**src/rtl/restoring_divider.sv**
```systemverilog
// ---------------------------------------------------------------------------
// restoring_divider
//
// Purpose:
//   4-bit unsigned restoring divider. One quotient bit is produced per clock
//   cycle, MSB of the dividend first, using a 5-bit partial remainder. Its
//   operand width matches the team's 4x4 Wallace multiplier. The states are
//   IDLE, RUN (4 steps) and FINISH (one-cycle done pulse). Start is accepted
//   in IDLE or FINISH and ignored while busy.
//
// Ports:
//   clk          in   1  sole clock, rising edge
//   rst          in   1  synchronous active-high reset
//   start        in   1  request pulse, sampled only when busy=0
//   A            in   4  unsigned dividend, captured on accepted start
//   B            in   4  unsigned divisor, captured on accepted start
//   busy         out  1  high while the RUN steps are in progress
//   done         out  1  one-cycle pulse, Q/R/div_by_zero valid
//   Q            out  4  quotient floor(A/B), held until next completion
//   R            out  4  remainder A - Q*B, held until next completion
//   div_by_zero  out  1  set with done when the captured B was 0
//
// Configuration macro:
//   RESTORING_DIVIDER_ZERO_DETECT_EN
//     defined   : B==0 skips RUN, completes one cycle after accept with
//                 Q=4'hF, R=A, div_by_zero=1
//     undefined : B==0 runs the normal 4 steps (giving Q=4'hF, R=A) and
//                 div_by_zero is tied to 0
// ---------------------------------------------------------------------------
module restoring_divider (
    input  logic       clk,
    input  logic       rst,
    input  logic       start,
    input  logic [3:0] A,
    input  logic [3:0] B,
    output logic       busy,
    output logic       done,
    output logic [3:0] Q,
    output logic [3:0] R,
    output logic       div_by_zero
);

    typedef enum logic [1:0] {
        IDLE   = 2'd0,
        RUN    = 2'd1,
        FINISH = 2'd2
    } state_t;

    state_t     state;
    state_t     state_next;

    logic [4:0] prem;
    logic [3:0] dvd;
    logic [3:0] dvs;
    logic [3:0] quo;
    logic [1:0] count;

    logic       accept;
    logic       skip_run;
    logic       last_step;
    logic [4:0] shifted;
    logic       fits;
    logic [4:0] prem_next;
    logic [3:0] quo_next;

    // One restoring step: shift the next dividend bit into the partial
    // remainder, subtract the divisor if it fits and record the quotient bit.
    // The partial remainder is always below the divisor after a step, so its
    // MSB never carries real information into the shift.
    always_comb begin
        accept    = start && (state != RUN);
        last_step = (count == 2'd3);
        shifted   = {prem[3:0], dvd[3]};
        fits      = (shifted >= {1'b0, dvs});
        prem_next = fits ? (shifted - {1'b0, dvs}) : shifted;
        quo_next  = {quo[2:0], fits};
`ifdef RESTORING_DIVIDER_ZERO_DETECT_EN
        skip_run  = (B == 4'd0);
`else
        skip_run  = 1'b0;
`endif
    end

    // Next-state logic and status outputs. FINISH can accept a new start,
    // so back-to-back operations never pass through IDLE.
    always_comb begin
        state_next = state;
        busy       = (state == RUN);
        done       = (state == FINISH);
        case (state)
            IDLE: begin
                if (accept) begin
                    state_next = skip_run ? FINISH : RUN;
                end
            end
            RUN: begin
                if (last_step) begin
                    state_next = FINISH;
                end
            end
            FINISH: begin
                if (accept) begin
                    state_next = skip_run ? FINISH : RUN;
                end else begin
                    state_next = IDLE;
                end
            end
            default: begin
                state_next = IDLE;
            end
        endcase
    end

    // State register and datapath. Operands are captured on accept so later
    // input changes cannot disturb the running division. Results are loaded
    // only on the edge that enters FINISH and are held otherwise.
    always_ff @(posedge clk) begin
        if (rst) begin
            state <= IDLE;
            prem  <= 5'd0;
            dvd   <= 4'd0;
            dvs   <= 4'd0;
            quo   <= 4'd0;
            count <= 2'd0;
            Q     <= 4'd0;
            R     <= 4'd0;
        end else begin
            state <= state_next;
            if (accept) begin
                dvd   <= A;
                dvs   <= B;
                prem  <= 5'd0;
                quo   <= 4'd0;
                count <= 2'd0;
                if (skip_run) begin
                    Q <= 4'hF;
                    R <= A;
                end
            end else if (state == RUN) begin
                prem  <= prem_next;
                dvd   <= {dvd[2:0], 1'b0};
                quo   <= quo_next;
                count <= count + 2'd1;
                if (last_step) begin
                    Q <= quo_next;
                    R <= prem_next[3:0];
                end
            end
        end
    end

`ifdef RESTORING_DIVIDER_ZERO_DETECT_EN
    // The divide-by-zero flag follows the same load/hold rule as Q and R:
    // set when a zero divisor short-circuits, cleared when a normal run ends.
    always_ff @(posedge clk) begin
        if (rst) begin
            div_by_zero <= 1'b0;
        end else if (accept && skip_run) begin
            div_by_zero <= 1'b1;
        end else if ((state == RUN) && last_step) begin
            div_by_zero <= 1'b0;
        end
    end
`else
    assign div_by_zero = 1'b0;
`endif

endmodule

```
**config.mk**
```make
export PLATFORM = sky130hd
export DESIGN_NAME = restoring_divider
export DESIGN_NICKNAME = d
export VERILOG_FILES = /design/src/rtl/restoring_divider.sv
export SDC_FILE = /design/constraint.sdc
export NUM_CORES = 1
export LEC_CHECK = 0
export CORE_ASPECT_RATIO = 0.9
export CORE_MARGIN = 2
export CORE_UTILIZATION = 54
export DETAILED_ROUTE_END_ITERATION = 16
export GPL_ROUTABILITY_DRIVEN = 0
export PLACE_DENSITY_LB_ADDON = 0.15
export SYNTH_ARGS = -nofsm -noshare
export SYNTH_HDL_FRONTEND = slang
export SYNTH_SLANG_ARGS = --single-unit
```
**constraint.sdc**
```tcl
create_clock -name clk -period 5.2 [get_ports clk]
set_input_delay 0.78 -clock clk [delete_from_list [all_inputs] [get_ports clk]]
set_output_delay 0.78 -clock clk [all_outputs]
set_load 0.02 [all_outputs]
```
==> impl_metrics.json <==
{
  "wirelength_um": 2342,
  "met1_usage_pct": 22.15,
  "tritoncts": "yes",
  "fin_crit_sh_pct": 55.49,
  "status": "completed",
  "p_leak_nw": 0.5864,
  "yosys_warnings": 0,
  "ir_drop_v": 0.0002722,
  "grt_busiest_layer": "met2",
  "final_nets": 179,
  "setup_tns_ns": 0,
  "setup_viol_count_final": 0,
  "ctsHoldBuffers": 0,
  "initial_core_util_pct": 57.94,
  "core_mm2": 0.002222,
  "synth_fp_nets": 163,
  "first_global_vias": 919,
  "grt_util_all_layers_pct": 17.99,
  "tightestPinTransition_ns": 0.7534,
  "rows": 16,
  "finalHoldViolCount": 0,
  "synth_cells": 146,
  "antenna_found_initial": 0,
  "path_class": "reg -> out",
  "critPathLaunchType": "register",
  "critPathMaxFanout": 21,
  "dpl.hpwl_um": 1825,
  "clock-sinks": 27,
  "drt_pass1_iterations": 4,
  "power_mw": 0.3992,
  "insertion_delay_ns": 0.32,
  "use_met3_pct": 4.639,
  "wire_per_inst_um": 12.46,
  "dieArea_mm2": 0.002791,
  "drive_above_1_share_pct": 8.696,
  "ctsResizeCount": 0,
  "fin_hold_ws_ns": 0.4629,
  "synth_seq_cells": 27,
  "powerDensity_mw_per_mm2": 265.0,
  "max-clock-path-buffers": 2,
  "drc": 0,
  "ant_nets": 0,
  "endpoint_kind": "output pin",
  "htreeDepth": 1,
  "synthDistinctLibCells": 36,
  "syn_area_per_cell_um2": 8.818,
  "yosysSeqAreaShare_pct": 41.98,
  "rsz0062_at_grt": "no",
  "cp.required_ns": 4.42,
  "hold_path_class": "reg -> reg",
  "die_h_um": 50.32,
  "root_buffer": "clkbuf_4",
  "ios": 22,
  "use_met2_pct": 32.54,
  "die_x_um": 55.47,
  "slew_headroom_pct": 49.77,
  "cts_inserted_buffers": 3,
  "fin_crit_ns": 2.885,
  "worstPathArrival_ns": 2.11,
  "path_clk_slew_ns": 0.14,
  "drt-vias-per-instance": 5.420,
  "overflow": 0,
  "antenna_cells": 0,
  "slew_viol_final": 0,
  "fin_area_mm2": 0.001506,
  "placed_cell_area_mm2": 0.001479,
  "drt_iter0_markers": 16,
  "port_buffers": 20,
  "syn_area_mm2": 0.001287,
  "fmax_ghz": 0.3466,
  "grt_pass1_wl_um": 4022,
  "finClkSkew_ns": 0.009547,
  "syn_to_final_growth_pct": 17.01,
  "grt_max_degree": 22,
  "cts_setup_buffers": 0,
  "maxCapViolCount": 0,
  "vias": 1019
}
metrics by stage:
step	std cells	worst slack, ns	utilization [%]
global route	188	2.171	67.79
floorplan	146	3.474	-
CTS	188	2.310	67.79
finish	188	2.315	67.79
global placement	184	2.722	66.55
detailed placement	184	2.685	66.55
routing by layer:
layer / vias up / part of all wire, %
met5: - / 0
met4: 0 / 0.34
met3: 2 / 4.0
met2: 20 / 47
met1: 475 / 48
li1: 522 / -
synth_stat cells:
cell	instances	area share, %
dfxtp_1	27	42
nand2_1	22	6.4
a21oi_1	12	4.7
nor2_1	11	3.2
inv_1	8	2.3
a211oi_1	7	4.1
mux2i_1	6	4.7
ha_1	5	4.9
buf_2	4	1.6
clkbuf_1	4	1.2
nand3_1	4	1.6
o21ai_1	4	1.6
nand2b_1	3	1.5
nand3b_1	3	1.7
mux2_4	2	2.3
nor3_1	2	0.78
o21ai_2	2	1.4
o22ai_2	2	1.9
a2111o_1	1	0.87
a211oi_4	1	1.6
a21o_1	1	0.58
and2_1	1	0.49
buf_4	1	0.58
conb_1	1	0.29
fa_1	1	1.6
inv_2	1	0.29
nand2b_4	1	1.1
nor2_2	1	0.49
nor2b_1	1	0.49
o211a_1	1	0.78
o21ai_0	1	0.39
o31ai_1	1	0.58
or2_0	1	0.49
or2_1	1	0.49
xnor2_1	1	0.68
xor2_1	1	0.68
cell usage in the layout, fill, tap and decap left out, types with 3 or more instances in the layout:
cell	synthesis	layout
a211oi_1	7	7
nand2_1	22	22
clkdlybuf4s50_1	0	20
nand3b_1	3	3
nor2_1	11	11
inv_1	8	8
nand2b_1	3	3
o21ai_1	4	4
clkbuf_4	0	3
a21oi_1	12	12
ha_1	5	5
dfxtp_1	27	27
mux2i_1	6	6
nand3_1	4	4
power breakdown:
part	total, mW	internal [mW]	switching [mW]
clock network	0.0861	0.0288	0.0574
registers	0.222	0.216	0.00637
logic	0.0909	0.0427	0.0483
total	0.399	0.287	0.112
flip-flops by register name, indices dropped and copies added (netlist names):
name,cells
Q,4
R,4
dvd,4
dvs,4
prem,4
quo,3
count,2
state,2
area by class of cell:
class,count,area [µm²]
inverters,9,33.78
flip-flops and latches,27,540.5
multi-input cells,101,670.6
clock inverters,1,5.005
well taps,27,33.78
repair buffers,20,200.2
fillers,185,715.7
clock buffers,3,22.52
kinds of logic (layout without fill, tap and decap cells):
kind of cell / Yosys count / in the layout / synth area share [%]
and+or+nand+nor: 51 / 51 / 18.66
other: 1 / 1 / 0.2913
muxes: 8 / 8 / 6.997
DFF: 27 / 27 / 41.98
adders and majority gates: 6 / 6 / 6.414
xor gates and xnor gates: 2 / 2 / 1.361
buffers and inverters: 18 / 33 / 5.928
AOI/OAI and AO/OA: 33 / 33 / 18.37
final timing paths:
| check | from | endpoint | slack [ns] | cells after the start |
|---|---|---|---|---|
| max reg2reg | state[1] | R[3] | 3.23 | 5 |
| max | state[1] | busy | 2.31 | 3 |
| min reg2reg | Q[2] | Q[2] | 0.46 | 2 |
| min | Q[2] | Q[2] | 0.46 | 2 |
critical path: stages (launching register included):
cell             delay [ns]
dfxtp_1                0.33
nand2b_1               0.48
inv_2                  0.33
clkdlybuf4s50_1        0.65
No activity file was read; power rests on OpenSTA's default activity.
